File: config.mk
export PLATFORM = sky130hd
export DESIGN_NAME = door_lock
export DESIGN_NICKNAME = d
export VERILOG_FILES = /design/src/rtl/door_lock.sv
export SDC_FILE = /design/constraint.sdc
export NUM_CORES = 1
export LEC_CHECK = 0
export BUFFER_PORTS_ARGS = -buffer_cell sky130_fd_sc_hd__buf_4
export CAP_MARGIN = 20
export CORE_AREA = 10 10 63 65
export DETAILED_ROUTE_END_ITERATION = 7
export DIE_AREA = 0 0 73 75
export HOLD_SLACK_MARGIN = 0.15
export PLACE_DENSITY = 0.74
export SLEW_MARGIN = 10
export SYNTH_ARGS = -nofsm -noshare
export SYNTH_HDL_FRONTEND = slang
export SYNTH_SLANG_ARGS = --single-unit
File: constraint.sdc
create_clock -name clk -period 1.84 [get_ports clk]
set_input_delay 0 -clock clk [delete_from_list [all_inputs] [get_ports clk]]
set_output_delay 0 -clock clk [all_outputs]
set_load 0.05 [all_outputs]
File: src/rtl/door_lock.sv
// door_lock: four-digit keypad combination lock.
// A press is a change of the registered key to a nonzero value. Four presses
// are compared against CODE0..CODE3. A match unlocks the door; a mismatch or
// an entry timeout shows error for ERR_CYCLES cycles.
// Optional feature macro: DOOR_LOCK_LOCKOUT_EN. When it is defined, MAX_FAILS
// consecutive failures enter a LOCKOUT state for LOCKOUT_CYCLES cycles.
module door_lock #(
  parameter logic [3:0]  CODE0          = 4'b0100,
  parameter logic [3:0]  CODE1          = 4'b1101,
  parameter logic [3:0]  CODE2          = 4'b1100,
  parameter logic [3:0]  CODE3          = 4'b1110,
  parameter logic [3:0]  RELOCK_KEY     = 4'b1111,
  parameter int unsigned ERR_CYCLES     = 4,
  parameter int unsigned ENTRY_TIMEOUT  = 32,
  parameter int unsigned MAX_FAILS      = 3,
  parameter int unsigned LOCKOUT_CYCLES = 64
) (
  input  logic       clk,
  input  logic       rst,
  input  logic [3:0] key,
  output logic       locked,
  output logic       unlocked,
  output logic       error
);

  localparam int unsigned T_A = (ENTRY_TIMEOUT > ERR_CYCLES) ? ENTRY_TIMEOUT : ERR_CYCLES;
`ifdef DOOR_LOCK_LOCKOUT_EN
  localparam int unsigned T_MAX = (LOCKOUT_CYCLES > T_A) ? LOCKOUT_CYCLES : T_A;
  localparam int unsigned FW    = $clog2(MAX_FAILS + 1);
`else
  localparam int unsigned T_MAX = T_A;
`endif
  localparam int unsigned TW = $clog2(T_MAX);

`ifdef DOOR_LOCK_LOCKOUT_EN
  typedef enum logic [2:0] {
    S_IDLE,
    S_ENTRY,
    S_UNLOCKED,
    S_ERROR,
    S_LOCKOUT
  } state_t;
`else
  typedef enum logic [1:0] {
    S_IDLE,
    S_ENTRY,
    S_UNLOCKED,
    S_ERROR
  } state_t;
`endif

  state_t          state, state_n;
  logic [3:0]      key_q, key_prev;
  logic            press;
  logic [1:0]      count, count_n;
  logic [3:0]      slot   [3];
  logic [3:0]      slot_n [3];
  logic [TW-1:0]   timer, timer_n;
  logic            fail_hit;
  logic            code_ok;
`ifdef DOOR_LOCK_LOCKOUT_EN
  logic [FW-1:0]   fails, fails_n;
`endif

  // One press per change of the registered key to a nonzero value.
  assign press = (key_q != key_prev) && (key_q != '0);

  // The fourth digit is still in key_q when the sequence completes, so it is
  // compared directly instead of being stored first.
  assign code_ok = (slot[0] == CODE0) && (slot[1] == CODE1) &&
                   (slot[2] == CODE2) && (key_q == CODE3);

  // Next-state, digit storage, timer and failure bookkeeping.
  always_comb begin
    state_n  = state;
    count_n  = count;
    slot_n   = slot;
    timer_n  = timer;
    fail_hit = 1'b0;
`ifdef DOOR_LOCK_LOCKOUT_EN
    fails_n  = fails;
`endif
    unique case (state)
      S_IDLE: begin
        if (press) begin
          slot_n[0] = key_q;
          count_n   = 2'd1;
          timer_n   = '0;
          state_n   = S_ENTRY;
        end
      end
      S_ENTRY: begin
        if (press) begin
          timer_n = '0;
          if (count == 2'd3) begin
            count_n = 2'd0;
            if (code_ok) begin
              state_n = S_UNLOCKED;
`ifdef DOOR_LOCK_LOCKOUT_EN
              fails_n = '0;
`endif
            end else begin
              fail_hit = 1'b1;
            end
          end else begin
            slot_n[count] = key_q;
            count_n       = count + 2'd1;
          end
        end else if (timer == TW'(ENTRY_TIMEOUT - 1)) begin
          count_n  = 2'd0;
          fail_hit = 1'b1;
        end else begin
          timer_n = timer + TW'(1);
        end
      end
      S_UNLOCKED: begin
        if (press && (key_q == RELOCK_KEY)) begin
          state_n = S_IDLE;
        end
      end
      S_ERROR: begin
        if (timer == TW'(ERR_CYCLES - 1)) begin
          state_n = S_IDLE;
          timer_n = '0;
          slot_n  = '{default: '0};
        end else begin
          timer_n = timer + TW'(1);
        end
      end
`ifdef DOOR_LOCK_LOCKOUT_EN
      S_LOCKOUT: begin
        if (timer == TW'(LOCKOUT_CYCLES - 1)) begin
          state_n = S_IDLE;
          timer_n = '0;
          slot_n  = '{default: '0};
          fails_n = '0;
        end else begin
          timer_n = timer + TW'(1);
        end
      end
`endif
      default: begin
        state_n = S_IDLE;
      end
    endcase

    // Failures from a wrong code and from a timeout share one exit path.
    if (fail_hit) begin
      timer_n = '0;
      state_n = S_ERROR;
`ifdef DOOR_LOCK_LOCKOUT_EN
      fails_n = fails + FW'(1);
      if ((fails + FW'(1)) >= FW'(MAX_FAILS)) begin
        state_n = S_LOCKOUT;
      end
`endif
    end
  end

  // State, key capture and registered outputs; outputs decode the next state
  // so they change on the same edge as the state.
  always_ff @(posedge clk or negedge rst) begin
    if (!rst) begin
      state    <= S_IDLE;
      key_q    <= '0;
      key_prev <= '0;
      count    <= '0;
      slot     <= '{default: '0};
      timer    <= '0;
`ifdef DOOR_LOCK_LOCKOUT_EN
      fails    <= '0;
`endif
      locked   <= 1'b1;
      unlocked <= 1'b0;
      error    <= 1'b0;
    end else begin
      state    <= state_n;
      key_q    <= key;
      key_prev <= key_q;
      count    <= count_n;
      slot     <= slot_n;
      timer    <= timer_n;
`ifdef DOOR_LOCK_LOCKOUT_EN
      fails    <= fails_n;
      error    <= (state_n == S_ERROR) || (state_n == S_LOCKOUT);
`else
      error    <= (state_n == S_ERROR);
`endif
      locked   <= (state_n != S_UNLOCKED);
      unlocked <= (state_n == S_UNLOCKED);
    end
  end

endmodule

---- Word level (Yosys, flattened, before mapping) ----
Cells that the tools add are included.
W data, S select, Z words.
storage, ports and cells
  memory bits (read-only) ................. 0
  memory bits (writable) .................. 0
  bits of input ports ..................... 6
  output and inout port bits .............. 3
  memories kept ........................... 0
  register bits after elaboration ......... 32
  word-level logic and storage cells ...... 87
  bits in latches ......................... 0
operators by class
  shift-type cells ........................ 0
  magnitude comparators ................... 2
  equality and inequality tests ........... 22
  bitwise operators ....................... 1
  divide/modulo/power cells ............... 0
  $mul .................................... 0
  add/sub/neg operators ................... 2
  reduce and logical (&&, ||, !) cells .... 16
  mux-type cells .......................... 33
operators with widths
  kind                   number
  $mux W12               3
  $mux W5                5
  $mux W2                11
  $eq A4 B4 Y1 const B   4
  $pmux W8 S2            1
  $pmux W5 S3            1
  $bwmux W12             1
  $pmux W4 S3            1
  $eq A2 B2 Y1 const B   5
  $ne A2 B2 Y1 const B   5
  $demux W4 S2           1
  $mux W4                2
  $pmux W2 S4            1
  $reduce_bool A4 Y1     2
  $logic_and A1 B1 Y1    6
  $ne A3 B3 Y1 const B   2
  $reduce_and A3 Y1      2
  $add A5 B1 Y5 const B  1
  $eq A5 B2 Y1 const B   1
  $eq A5 B5 Y1 const B   1
  $mux W1                5
  $reduce_and A5 Y1      1
  $eq A4 B3 Y1 const B   1
  $ne A4 B4 Y1           1
  11 further kinds       12

---- Longest topological paths before layout ----
Gate-level depths: netlist of the first run.
  depth in word-level cells ............... 10
  mapped depth ............................ 7
  gate-level depth less buffers ........... 7

---- Worst setup path after synthesis of the first run ----
OpenSTA, ideal clock, no wires.
  kind .................................... register to register
  from .................................... register slot[9] (netlist name)
  to ...................................... register error
  path buffers ............................ 0
  path slack .............................. 0.177 ns
  required time ........................... 1.721 ns
  period minus slack after synthesis ...... 1.663 ns
  setup time .............................. 0.119 ns
  arrival time ............................ 1.544 ns
  stages on the path, launching flop included .. 6
  cells stage by stage .................... dfrtp_1 > or4b_2 > nor3_1 > and3_1 > a311oi_2 > and2_1
on the way
  word-level cells in the longest chain between the ends .. 10
  elaborated cells between the ends (all ways) .. 14
  classes of those cells .................. eq/ne (2); mux (9); reduce/logical (3)
ends and longest elaborated chain
  what                                           RTL line  text
  from (decl)                                    56        logic [3:0] slot [3];
  from (signal assigned)                         181       slot <= slot_n;
  $eq A4 B3 Y1 *                                 70        assign code_ok = (slot[0] == CODE0) && (slot[1] == CODE1) &&
  $logic_and A1 B1 Y1 * (2 in a row)             70
  $logic_and A1 B1 Y1 *                          71        (slot[2] == CODE2) && (key_q == CODE3);
  $mux W2 / $mux W1 (equally long branches)      97        if (code_ok) begin
  $mux W2 / $mux W1 (equally long branches)      95        if (count == 2'd3) begin
  $mux W2 / $mux W1 (equally long branches)      93        if (press) begin
  $pmux W2 S4 / $mux W1 (equally long branches)  83        unique case (state)
  $mux W2 *                                      148       if (fail_hit) begin
  via state_n[0]                                 52        state_t state, state_n;
  $eq A2 B2 Y1 *                                 187       error <= (state_n == S_ERROR);
  to (signal assigned)                           187
  to (decl)                                      23        output logic error
Mark *: on every way through the listed nets, which the timed path passes. The rest lies on a longest branch.
A chain may end at the register's enable or synchronous reset.

---- Worst setup path in the final report of the first run ----
  from .................................... register timer[1]
  to ...................................... register slot[10] (netlist name)
on the way
  word-level cells in the longest chain between the ends .. 3
ends and longest elaborated chain
  what                                RTL line  text
  from (decl)                         58        logic [TW-1:0] timer, timer_n;
  from (signal assigned)              182       timer <= timer_n;
  $eq A5 B2 Y1                        122       if (timer == TW'(ERR_CYCLES - 1)) begin
  $ne A2 B2 Y1 (no source line)       --
  $reduce_and A5 Y1 (no source line)  --
Every way passes these cells.

==> results of run 1 <==
[cell usage in the layout (no fill, tap or decap), types with 3 or more instances in the layout]
master / netlist / final
a21oi_1: 4 / 4
a22o_1: 10 / 10
buf_4: 0 / 18
clkbuf_4: 0 / 5
dfrtp_1: 31 / 30
dlygate4sd3_1: 0 / 6
ha_1: 6 / 5
inv_1: 4 / 4
nand2_1: 14 / 14
nand2b_1: 3 / 3
nand3_1: 4 / 4
nand3b_1: 3 / 3
o21ai_0: 8 / 8
xnor2_2: 0 / 4
[worst max-delay path by stage]
stage / startpoint / slack, ns / endpoint
floorplan: slot[9] / 0.18 / error
global placement: slot[9] / 0.01 / error
detailed placement: slot[9] / 0.005 / error
CTS: key_q[1] / 0.005 / error
global route: timer[1] / 0.01 / slot[10]
finish: timer[1] / 0.10 / slot[10]
[logic make-up (layout without fill, tap and decap cells)]
group                      count (synthesis)  count (layout)
buffers and inverters                      9              37
muxes                                      3               3
DFF                                       32              32
xor gates and xnor gates                   4               4
AOI/OAI and AO/OA                         39              39
and+or+nand+nor                           41              41
adders and majority gates                  6               6
[metrics by stage]
step	cells	cell area, um^2
floorplan	134	1540
global placement	176	1670
detailed placement	176	1670
CTS	191	1820
global route	193	1880
finish	193	1880
[cell type report]
type	count	area (um^2)
clock buffers	6	51.3
clock inverters	2	10.0
fillers	216	832
inverters	4	15.0
multi-input cells	93	744
flip-flops and latches	32	803
well taps	31	38.8
repair buffers	25	215
[state kept, by name, summed over array words and instances (netlist names)]
name and flops:
key_q 4, error 1, state 2, timer 5, slot 12, key_prev 4
count 2, locked 1, unlocked 1
[timing repair]
item                                    4_1_cts  5_1_grt
setup buffers                                 0        2
cloned                                        0        0
pin swaps                                     0        3
hold buffers                                  7        0
endpoints found under the hold margin        36        0
endpoints found under the setup margin        1       15
gates resized for setup                       1        9
[critical path, stage by stage (launching register included)]
cell and delay [ns]:
dfrtp_1 0.41, ha_2 0.20, nor4b_1 0.14, buf_4 0.14, and2_2 0.23, a31o_2 0.26, a32oi_1 0.15, o22ai_1 0.10
[routing by layer]
metal  up-vias  GRT usage, %  wire (um)  share of wire [%]
li1        552             -          -                  -
met1       559          15.3       1450                 46
met2        23          19.4       1490                 48
met3         5          4.60        143                4.6
met4         0          5.70         37                1.2
met5         -             0          0                  0
[power by group]
part           switching [uW]  total, uW  internal, uW  leakage, uW
clock network             236        418           181    0.0000380
logic                     604       1100           498     0.000420
registers                 178       1100           923     0.000393
==> key figures, run 1 <==
Global route
  – Largest net degree at the start of global routing: 32
  – Number of global-route vias before repair: between 1000 and 1500
  – GRT overflow: 0
  – First-pass GRT wire length: 5380 um
  – GRT Resource Usage Total: 12.5%
  – Antenna violations before repair: 0

Final layout
  – Fraction of final layout cells sized beyond drive strength 1: 27.8%
  – Final core area utilization: 69.3%
  – Synthesis-to-finish area growth: 22.3%
  – Nets: 173
  – Ant diodes: 0

Yosys
  – Yosys reg bits: 32
  – Synthesis Warnings: 0
  – Post-synthesis mux area share: 2.04%
  – XOR/XNOR share of the synthesized area: 2.28%
  – Mean post-synth cell area: approximately 11 um^2
  – Top-area cell type share of the netlist area: 50.5%
  – Most frequent cell after synthesis: dfrtp_1
  – Dominant cell type by area after synthesis: dfrtp_1
  – Most frequent cells after synthesis: 31 x dfrtp_1, 14 x nand2_1, 10 x a22o_1
  – Synth Cell Area: 0.00154 mm^2
  – Top FF cell, synth: dfrtp_1
  – Largest cells by area after synthesis: dfrtp_1 51%, a22o_1 5.7%, ha_1 4.9%
  – Synth Area in Compound Gates: between 20% and 30%
  – Sequential-to-total area share from yosys stat: between 50% and 60%
  – Syn Inst Count: 134
  – Post-Synth Adder-Cell Area: 4.89%
  – Syn nets: 146
  – Ys async rst share: 100%
  – Largest family of logic cells by synthesized area: compound AO/OA/AOI/OAI gates
  – Post-synth EDFFs: 0
  – Post-Synth Simple-Gate Area: between 10 and 15%
  – Count of different cell masters after synthesis: just over 40

Clock tree
  – Root buffer cell: clkbuf_4
  – Clock-pin slew on the worst setup and hold paths: around 0.09 ns
  – CTS buffer count: 5
  – H-tree depth: 2
  – CTS max path bufs: 2
  – Clk Latency, worst-skew pair: 0.34 ns
  – CTS tree: yes
  – Clock net sink count: 32

Floorplanning
  – I/O pin cnt: 9
  – Initial core utilization: 56.6%
  – Row count: 19
  – Die width: 73 um
  – Die height: 75 um
  – Die area: 0.00548 mm^2
  – Core Area: 0.00271 mm^2

Critical path
  – CP Data Required Time: roughly 2 ns
  – RR Endpoint: slot[10]
  – Worst setup SP type: flop
  – R2R Setup Slk: between 0.1 and 0.15 ns
  – Worst Setup End Kind: flop
  – Max FO, Critical Path: 5
  – Data arrival, critical path: 1.96 ns
  – Worst r2r src: timer[1]
  – Setup CP Type: flop to flop
  – R2r worst-path depth: 7

STA
  – Final Worst Setup Slack: 0.101 ns
  – # setup viols final: 0
  – Slew margin rel.: 73.7%
  – Slew Limit Fails: 0
  – Period utilization: 94.5%
  – Min cycle time layout: 1.74 ns
  – Fmax: 575 MHz
  – RSZ-0062 raised after global routing: no
  – Clock Skew: 0.0115 ns
  – Worst slew pin tran: 0.393 ns
  – WHS: 0.303 ns
  – Setup TNS: 0 ns
  – Final Hold Fails: 0

Power
  – Cell Pwr Density: about 1400 mW/mm^2
  – Power Total: 2620 uW
  – Leak pwr: 0.000851 uW
  – Maximum vdd drop: 1050 uV

Placement
  – Port Buf Inserts: 8
  – Detail Placement HPWL: between 2000 and 2500 um
  – RePlAce Congestion: 0.825
  – Worst slack at placement: about 0.0054 ns

Routing
  – TritonRoute pass-1 iters: 4
  – Number of DRC markers in iteration 0: 86
  – Final wirelength: approximately 3100 um
  – Residual DRC: 0
  – Via count: 1139
  – Wire length per cell: 16.1 um
  – Vias/cell: 5.90
  – Final ANT Viol Nets: 0

Min path
  – HP Class: input port to flop
  – Hold EP: key_q[0]
  – Hold Path Origin: key[0]
  – Hold Crit Depth: 2

Job
  – Max-cap check violation count: 0

Run status
  – Status: complete, no violations
Power figures use the tool's default switching activity.
==> run 2, diff against run 1 <==
==> config.mk (replaced) <==
export PLATFORM = sky130hd
export DESIGN_NAME = door_lock
export DESIGN_NICKNAME = d
export VERILOG_FILES = /design/src/rtl/door_lock.sv
export SDC_FILE = /design/constraint.sdc
export NUM_CORES = 1
export LEC_CHECK = 0
export ABC_AREA = 1
export BUFFER_PORTS_ARGS = -buffer_cell sky130_fd_sc_hd__buf_4
export CORE_AREA = 10 10 65 67
export DETAILED_ROUTE_END_ITERATION = 7
export DIE_AREA = 0 0 75 77
export HOLD_SLACK_MARGIN = 0.15
export PLACE_DENSITY = 0.75
export SLEW_MARGIN = 10
export SYNTH_ARGS = -nofsm -noshare
export SYNTH_HDL_FRONTEND = slang
export SYNTH_SLANG_ARGS = --single-unit
==> run 2 against run 1 <==
Net effect:
- setup slack better by 0.065 ns
- non-clock buffer count fell by 10
- final area up 1.2%
- flip-flop and latch count unchanged
- register-to-register slack better by 0.06 ns
- combinational power up 11%
- routed wire length is 8.5% higher
- clock-buffer cell count increased by 2
- area after synthesis is 8.8% higher
- global-route usage increased by 0.72 points
- first-iteration DRC count up 35%
- sequential power is essentially flat
- critical endpoint is now slot[6]
- largest power group is now combinational logic
==> key figures, run 2 <==
Run status
  – Status: complete, no violations

STA
  – WHS: 0.152 ns (-0.152 ns)
  – Final Hold Fails: 0 (unchanged)
  – Final Worst Setup Slack: 0.166 ns (+0.0649 ns)
  – # setup viols final: 0 (unchanged)
  – Setup TNS: 0 ns (unchanged)
  – Worst slew pin tran: 0.370 ns (-0.0230 ns)
  – RSZ-0062 raised after global routing: no
  – Fmax: 597 MHz (+3.9%)
  – Min cycle time layout: 1.67 ns (-0.0649 ns)
  – Slew margin rel.: 75.1% (+1.4 points)
  – Period utilization: 91.0% (-3.5 points)
  – Slew Limit Fails: 0 (unchanged)
  – Clock Skew: 0.00366 ns (-0.00783 ns)

Yosys
  – Synth Cell Area: 0.00167 mm^2 (+8.8%)
  – Mean post-synth cell area: 8.15 um^2 (-29%)
  – Yosys reg bits: 32 (unchanged)
  – Sequential-to-total area share from yosys stat: 48.0% (-4.2 points)
  – Most frequent cell after synthesis: nand2_1
  – Top-area cell type share of the netlist area: 46.4% (-4.1 points)
  – Synthesis Warnings: 0 (unchanged)
  – Dominant cell type by area after synthesis: dfrtp_1
  – Most frequent cells after synthesis: 58 x nand2_1, 31 x dfrtp_1, 19 x inv_1
  – Largest cells by area after synthesis: dfrtp_1 46%, nand2_1 13%, ha_1 4.5%
  – Top FF cell, synth: dfrtp_1
  – Syn nets: 217 (+49%)
  – Post-synth EDFFs: 0 (unchanged)
  – Count of different cell masters after synthesis: 25 (-39%)
  – Ys async rst share: 100% (unchanged)
  – Syn Inst Count: 205 (+53%)

Final layout
  – Commonest non-fill, non-tap cell in the layout: nand2_1
  – Ant diodes: 0 (unchanged)
  – Fill cell count: 258 (+19%)
  – Highest-count cells in the layout ignoring fill and taps: 58 x nand2_1, 30 x dfrtp_1, 19 x inv_1, 18 x nor2_1, 15 x nand3_1
  – Nets: 237 (+37%)
  – Largest Register: slot
  – Synthesis-to-finish area growth: 13.8%
  – Fraction of final layout cells sized beyond drive strength 1: 18.1% (-9.6 points)
  – Largest registers: slot x12, timer x5
  – Number of flip-flops under the largest register name: 12 (unchanged)

Critical path
  – Worst r2r src: key_q[1]
  – Cell repeated most along the worst path: nand2_1
  – Crit path max-delay family: simple AND/OR/NAND/NOR gates
  – Worst Setup End Kind: flop
  – Setup CP Type: flop to flop
  – R2R Setup Slk: 0.17 ns (+0.06 ns)
  – RR Endpoint: slot[6]
  – CP Data Required Time: 2.07 ns (about the same)
  – Data arrival, critical path: 1.90 ns (-0.06 ns)
  – Worst setup SP type: flop
  – Cell Chain, Critical Path: inv_2, nand2_1, nand2_1, nor2_1, nand2_2, nand2_4, o21ai_4, nand3_2, nand2_1, o21ai_1
  – Critical path's largest stage delay: 0.49 ns (+0.08 ns)
  – Max FO, Critical Path: 8 (+3)
  – Slowest cell on crit path: dfrtp_1
  – R2r worst-path depth: 10 (+3)
  – Worst path bufs/invs: 1 (unchanged)

Clock tree
  – Root buffer cell: clkbuf_4
  – H-tree depth: 2 (unchanged)
  – CTS buffer count: 5 (unchanged)
  – Clock net sink count: 32 (unchanged)
  – Clk Latency, worst-skew pair: 0.33 ns (about the same)
  – Post-CTS Repair Setup Buffers: 0 (unchanged)
  – CTS max path bufs: 2 (unchanged)
  – Clock-pin slew on the worst setup and hold paths: 0.09 ns (about the same)
  – CTS tree: yes

Power
  – Power Total: 2690 uW (+2.7%)
  – Cell Pwr Density: 1420 mW/mm^2 (+1.5%)
  – Leak pwr: 0.000953 uW (+12%)
  – Maximum vdd drop: 645 uV (-38%)

Global route
  – GRT Resource Usage Total: 13.3% (+0.72 points)
  – First-pass GRT wire length: 6030 um (+12%)
  – Number of global-route vias before repair: 1300 (+10%)
  – GRT overflow: 0 (unchanged)
  – Largest net degree at the start of global routing: 32 (unchanged)
  – Antenna violations before repair: 0 (unchanged)

Placement
  – Detail Placement HPWL: 2440 um (+8.9%)
  – Worst slack at placement: 0.199 ns (+0.194 ns)
  – RePlAce Congestion: 0.936 (+13%)
  – Port Buf Inserts: 8 (unchanged)

Routing
  – Residual DRC: 0 (unchanged)
  – TritonRoute pass-1 iters: 4 (unchanged)
  – Number of DRC markers in iteration 0: 116 (+35%)
  – Wire length per cell: 13.0 um (-19%)
  – Via count: 1410 (+24%)
  – Final wirelength: 3380 um (+8.5%)
  – Final ANT Viol Nets: 0 (unchanged)
  – Vias/cell: 5.44 (-7.8%)

Floorplanning
  – Die width: 75 um (+2.7%)
  – Core Area: 0.00298 mm^2 (+9.9%)
  – Initial core utilization: 56.1% (-0.56 points)
  – Die height: 77 um (+2.7%)
  – I/O pin cnt: 9 (unchanged)
  – Die area: 0.00578 mm^2 (+5.5%)
  – Row count: 20 (+1)

Job
  – Max-cap check violation count: 0 (unchanged)

Min path
  – HP Class: input port to asynchronous set/reset pin
[run 2: cells by family (layout without fill, tap and decap cells)]
group | after synthesis | after routing | share of synthesized area (%)
AOI/OAI and AO/OA | 30 | 30 | 11.5
xor gates and xnor gates | 2 | 2 | 1.05
adders and majority gates | 6 | 6 | 4.49
buffers and inverters | 28 | 49 | 6.37
DFF | 32 | 32 | 48.0
and+or+nand+nor | 107 | 107 | 28.6
[run 2: cell type report]
cell class,count,area (um^2),share of cell area [%]
well taps,33,41.3,2.17
repair buffers,15,138,7.24
clock buffers,8,58.8,3.09
flip-flops and latches,32,803,42.3
inverters,26,97.6,5.13
multi-input cells,145,762,40.1
[run 2: how the worst max path moves through the flow]
stage	startpoint	endpoint	slack (ns)	cells past startpoint
after floorplan	key_q[1]	slot[1]	0.42	10
after global placement	key_q[1]	slot[5]	0.20	10
after detailed placement	key_q[1]	slot[0]	0.20	10
after CTS	key_q[1]	slot[4]	0.18	10
after global routing	key_q[3]	timer[3]	0.0007	11
final	key_q[1]	slot[6]	0.17	10
[run 2: worst register-to-register path, delay by kind of cell (launching register included)]
| family | cells | cell delay (ns) |
|---|---|---|
| simple gates | 7 | 0.65 |
| flops | 1 | 0.49 |
| buf+inv | 1 | 0.12 |
| compound gates | 2 | 0.31 |
[run 2: repair_timing]
action                                 4_1_cts  5_1_grt
endpoints found under the hold margin       36        0
setup endpoints to repair                    0        1
hold buffers                                 6        0
gates resized for setup                      0        1
[run 2: where the power goes]
part	switching, uW	internal [uW]	leakage, uW
sequential	165	901	0.000406
clock	219	188	0.0000326
combinational	803	414	0.000514
[run 2: per-stage QoR]
| stage | cells | area, um^2 | util, % |
|---|---|---|---|
| 3_3_place_gp | 245 | 1770 | 59.5 |
| 5_1_grt | 259 | 1900 | 63.8 |
| 2_1_floorplan | 205 | 1670 | - |
| 6_report | 259 | 1900 | 63.8 |
| 3_5_place_dp | 245 | 1770 | 59.5 |
| 4_1_cts | 259 | 1900 | 63.8 |
[run 2: layer usage]
layer,GRT usage [%],routed length (um),share of wire (%),vias up
li1,-,-,-,703
met1,17.5,1540,45,647
met2,19.3,1540,45,55
met3,4.12,247,7.3,5
met4,5.49,61,1.8,0
met5,0,0,0,-
==> run 3, diff against run 2 <==
--- a/config.mk
+++ b/config.mk
@@ -11,7 +11,7 @@
 export DETAILED_ROUTE_END_ITERATION = 7
 export DIE_AREA = 0 0 75 77
 export HOLD_SLACK_MARGIN = 0.15
-export PLACE_DENSITY = 0.75
+export PLACE_DENSITY = 0.82
 export SLEW_MARGIN = 10
 export SYNTH_ARGS = -nofsm -noshare
 export SYNTH_HDL_FRONTEND = slang
==> constraint.sdc (replaced) <==
create_clock -name clk -period 1.75 [get_ports clk]
set_input_delay 0 -clock clk [delete_from_list [all_inputs] [get_ports clk]]
set_output_delay 0 -clock clk [all_outputs]
set_load 0.05 [all_outputs]
==> run 3 against run 2 <==
Net effect:
- routed wire length is 2.4% lower
- utilization is 2.5 points higher
- setup slack worse by 0.038 ns
- cell count is 2.7% higher
- critical path depth stayed put
- die area stayed put
- largest power group unchanged
==> key figures, run 3 (synthesis gave the netlist of run 2 again) <==
Critical path
  – CP Data Required Time: 1.99 ns (-0.08 ns)
  – Data arrival, critical path: 1.86 ns (-0.04 ns)
  – Max FO, Critical Path: 8 (unchanged)
  – Worst Setup End Kind: flop
  – Worst r2r src: key_q[0]
  – Setup CP Type: flop to flop
  – CP startpoint: key_q[0]
  – Worst setup SP type: flop

Routing
  – TritonRoute pass-1 iters: 4 (unchanged)
  – Final wirelength: 3300 um (-2.4%)
  – Wire length per cell: 12.4 um (-5.0%)
  – Final ANT Viol Nets: 0 (unchanged)
  – Vias/cell: 5.35 (-1.7%)
  – Residual DRC: 0 (unchanged)
  – Via count: 1423 (+0.92%)
  – Number of DRC markers in iteration 0: 77 (-34%)

Placement
  – Detail Placement HPWL: 2370 um (-2.9%)
  – Placed inst area: 0.00182 mm^2 (+2.5%)
  – Worst slack at placement: 0.0802 ns (-0.119 ns)
  – RePlAce Congestion: 0.951 (+1.6%)
  – Port Buf Inserts: 8 (unchanged)

STA
  – Final Worst Setup Slack: 0.128 ns (-0.0377 ns)
  – Setup TNS: 0 ns (unchanged)
  – Worst slew pin tran: 0.393 ns (+0.0226 ns)
  – # setup viols final: 0 (unchanged)
  – Fmax: 617 MHz (+3.2%)
  – Period utilization: 92.7% (+1.7 points)
  – RSZ-0062 raised after global routing: no
  – Slew Limit Fails: 0 (unchanged)
  – Final Hold Fails: 0 (unchanged)
  – Clock Skew: 0.0138 ns (+0.0101 ns)
  – Min cycle time layout: 1.62 ns (-0.0523 ns)
  – Slew margin rel.: 73.6% (-1.4 points)

Power
  – Maximum vdd drop: 787 uV (+22%)
  – Leak pwr: 0.000989 uW (+3.9%)
  – Cell Pwr Density: 1500 mW/mm^2 (+5.7%)

Floorplanning
  – I/O pin cnt: 9 (unchanged)
  – Initial core utilization: 56.1% (unchanged)
  – Core Area: 0.00298 mm^2 (unchanged)
  – Die height: 77 um (unchanged)
  – Die area: 0.00578 mm^2 (unchanged)
  – Die width: 75 um (unchanged)
  – Row count: 20 (unchanged)

Run status
  – Status: complete, no violations

Min path
  – HP Class: input port to asynchronous set/reset pin

Global route
  – GRT Resource Usage Total: 12.6% (-0.66 points)
  – Largest net degree at the start of global routing: 32 (unchanged)
  – GRT overflow: 0 (unchanged)
  – Antenna violations before repair: 0 (unchanged)
  – First-pass GRT wire length: 5640 um (-6.4%)
  – Number of global-route vias before repair: 1268 (-2.5%)

Final layout
  – Commonest non-fill, non-tap cell in the layout: nand2_1
  – Largest registers: slot x12, timer x5
  – Fill cell count: 243 (-5.8%)
  – Number of flip-flops under the largest register name: 12 (unchanged)
  – Ant diodes: 0 (unchanged)
  – Design Area, Final: 0.00197 mm^2 (+3.9%)
  – Synthesis-to-finish area growth: 18.2%
  – Highest-count cells in the layout ignoring fill and taps: 58 x nand2_1, 29 x dfrtp_1, 19 x inv_1, 18 x nor2_1, 16 x buf_4
  – Nets: 244 (+3.0%)
  – Largest Register: slot
  – Fraction of final layout cells sized beyond drive strength 1: 21.5% (+3.3 points)

Clock tree
  – CTS buffer count: 5 (unchanged)
  – CTS max path bufs: 2 (unchanged)
  – Clock-pin slew on the worst setup and hold paths: 0.10 ns (about the same)
  – CTS tree: yes
  – Clk Latency, worst-skew pair: 0.34 ns (about the same)
  – H-tree depth: 2 (unchanged)
  – Root buffer cell: clkbuf_4
  – Clock net sink count: 32 (unchanged)

Job
  – Max-cap check violation count: 0 (unchanged)
run 3: power breakdown:
group / internal [uW] / switching, uW / leakage, uW
Sequential: 948 / 153 / 0.000405
Clock: 198 / 234 / 0.0000326
Combinational: 513 / 908 / 0.000552
run 3: worst paths after layout:
kind / depth (start not counted) / slack [ns] / to
worst max-delay path: 10 / 0.13 / slot[6]
worst min-delay path: 3 / 0.15 / key_prev[0]
worst max register to register: 10 / 0.13 / slot[6]
worst min register to register: 0 / 0.46 / key_prev[3]
max in group asynchronous: 3 / 1.41 / key_q[1]
min in group clk: 2 / 0.31 / key_q[0]
run 3: layout make-up:
cell class | instances | area, um^2 | share of cell area [%]
Sequential cell | 32 | 805 | 40.7
Multi-Input combinational cell | 145 | 782 | 39.6
Tap cell | 33 | 41.3 | 2.09
Clock buffer | 8 | 58.8 | 2.98
Timing Repair Buffer | 22 | 190 | 9.63
Inverter | 26 | 97.6 | 4.94
run 3: layer usage:
layer / wire (um) / GRT usage [%]
met1: 1490 / 16.0
met2: 1540 / 18.1
met3: 209 / 4.76
met4: 58 / 5.87
met5: 0 / 0
run 3: worst max-delay path: stages, from the launching register on:
cell	delay, ns
dfrtp_2	0.46
inv_2	0.09
nand2_1	0.05
nand2_1	0.06
nor2_1	0.05
nand2_2	0.09
nand2_4	0.09
o21ai_4	0.31
nand3_4	0.17
nand2_1	0.09
o21ai_1	0.06
run 3: through the flow:
stage | cells | total power, uW | hold WS, ns | util [%]
2_1_floorplan | 205 | 2080 | -0.296 | -
3_3_place_gp | 251 | 2430 | -0.0510 | 61.0
3_5_place_dp | 251 | 2450 | -0.0486 | 61.0
4_1_cts | 265 | 2910 | 0.162 | 65.3
5_1_grt | 266 | 3190 | 0.154 | 66.3
6_report | 266 | 2950 | 0.153 | 66.3
run 3: what timing repair did:
item / in CTS / in global routing
hold endpoints to repair: 36 / 0
endpoints found under the setup margin: 0 / 21
resized for setup: 0 / 7
hold buffers: 6 / 0
setup buffers: 0 / 1
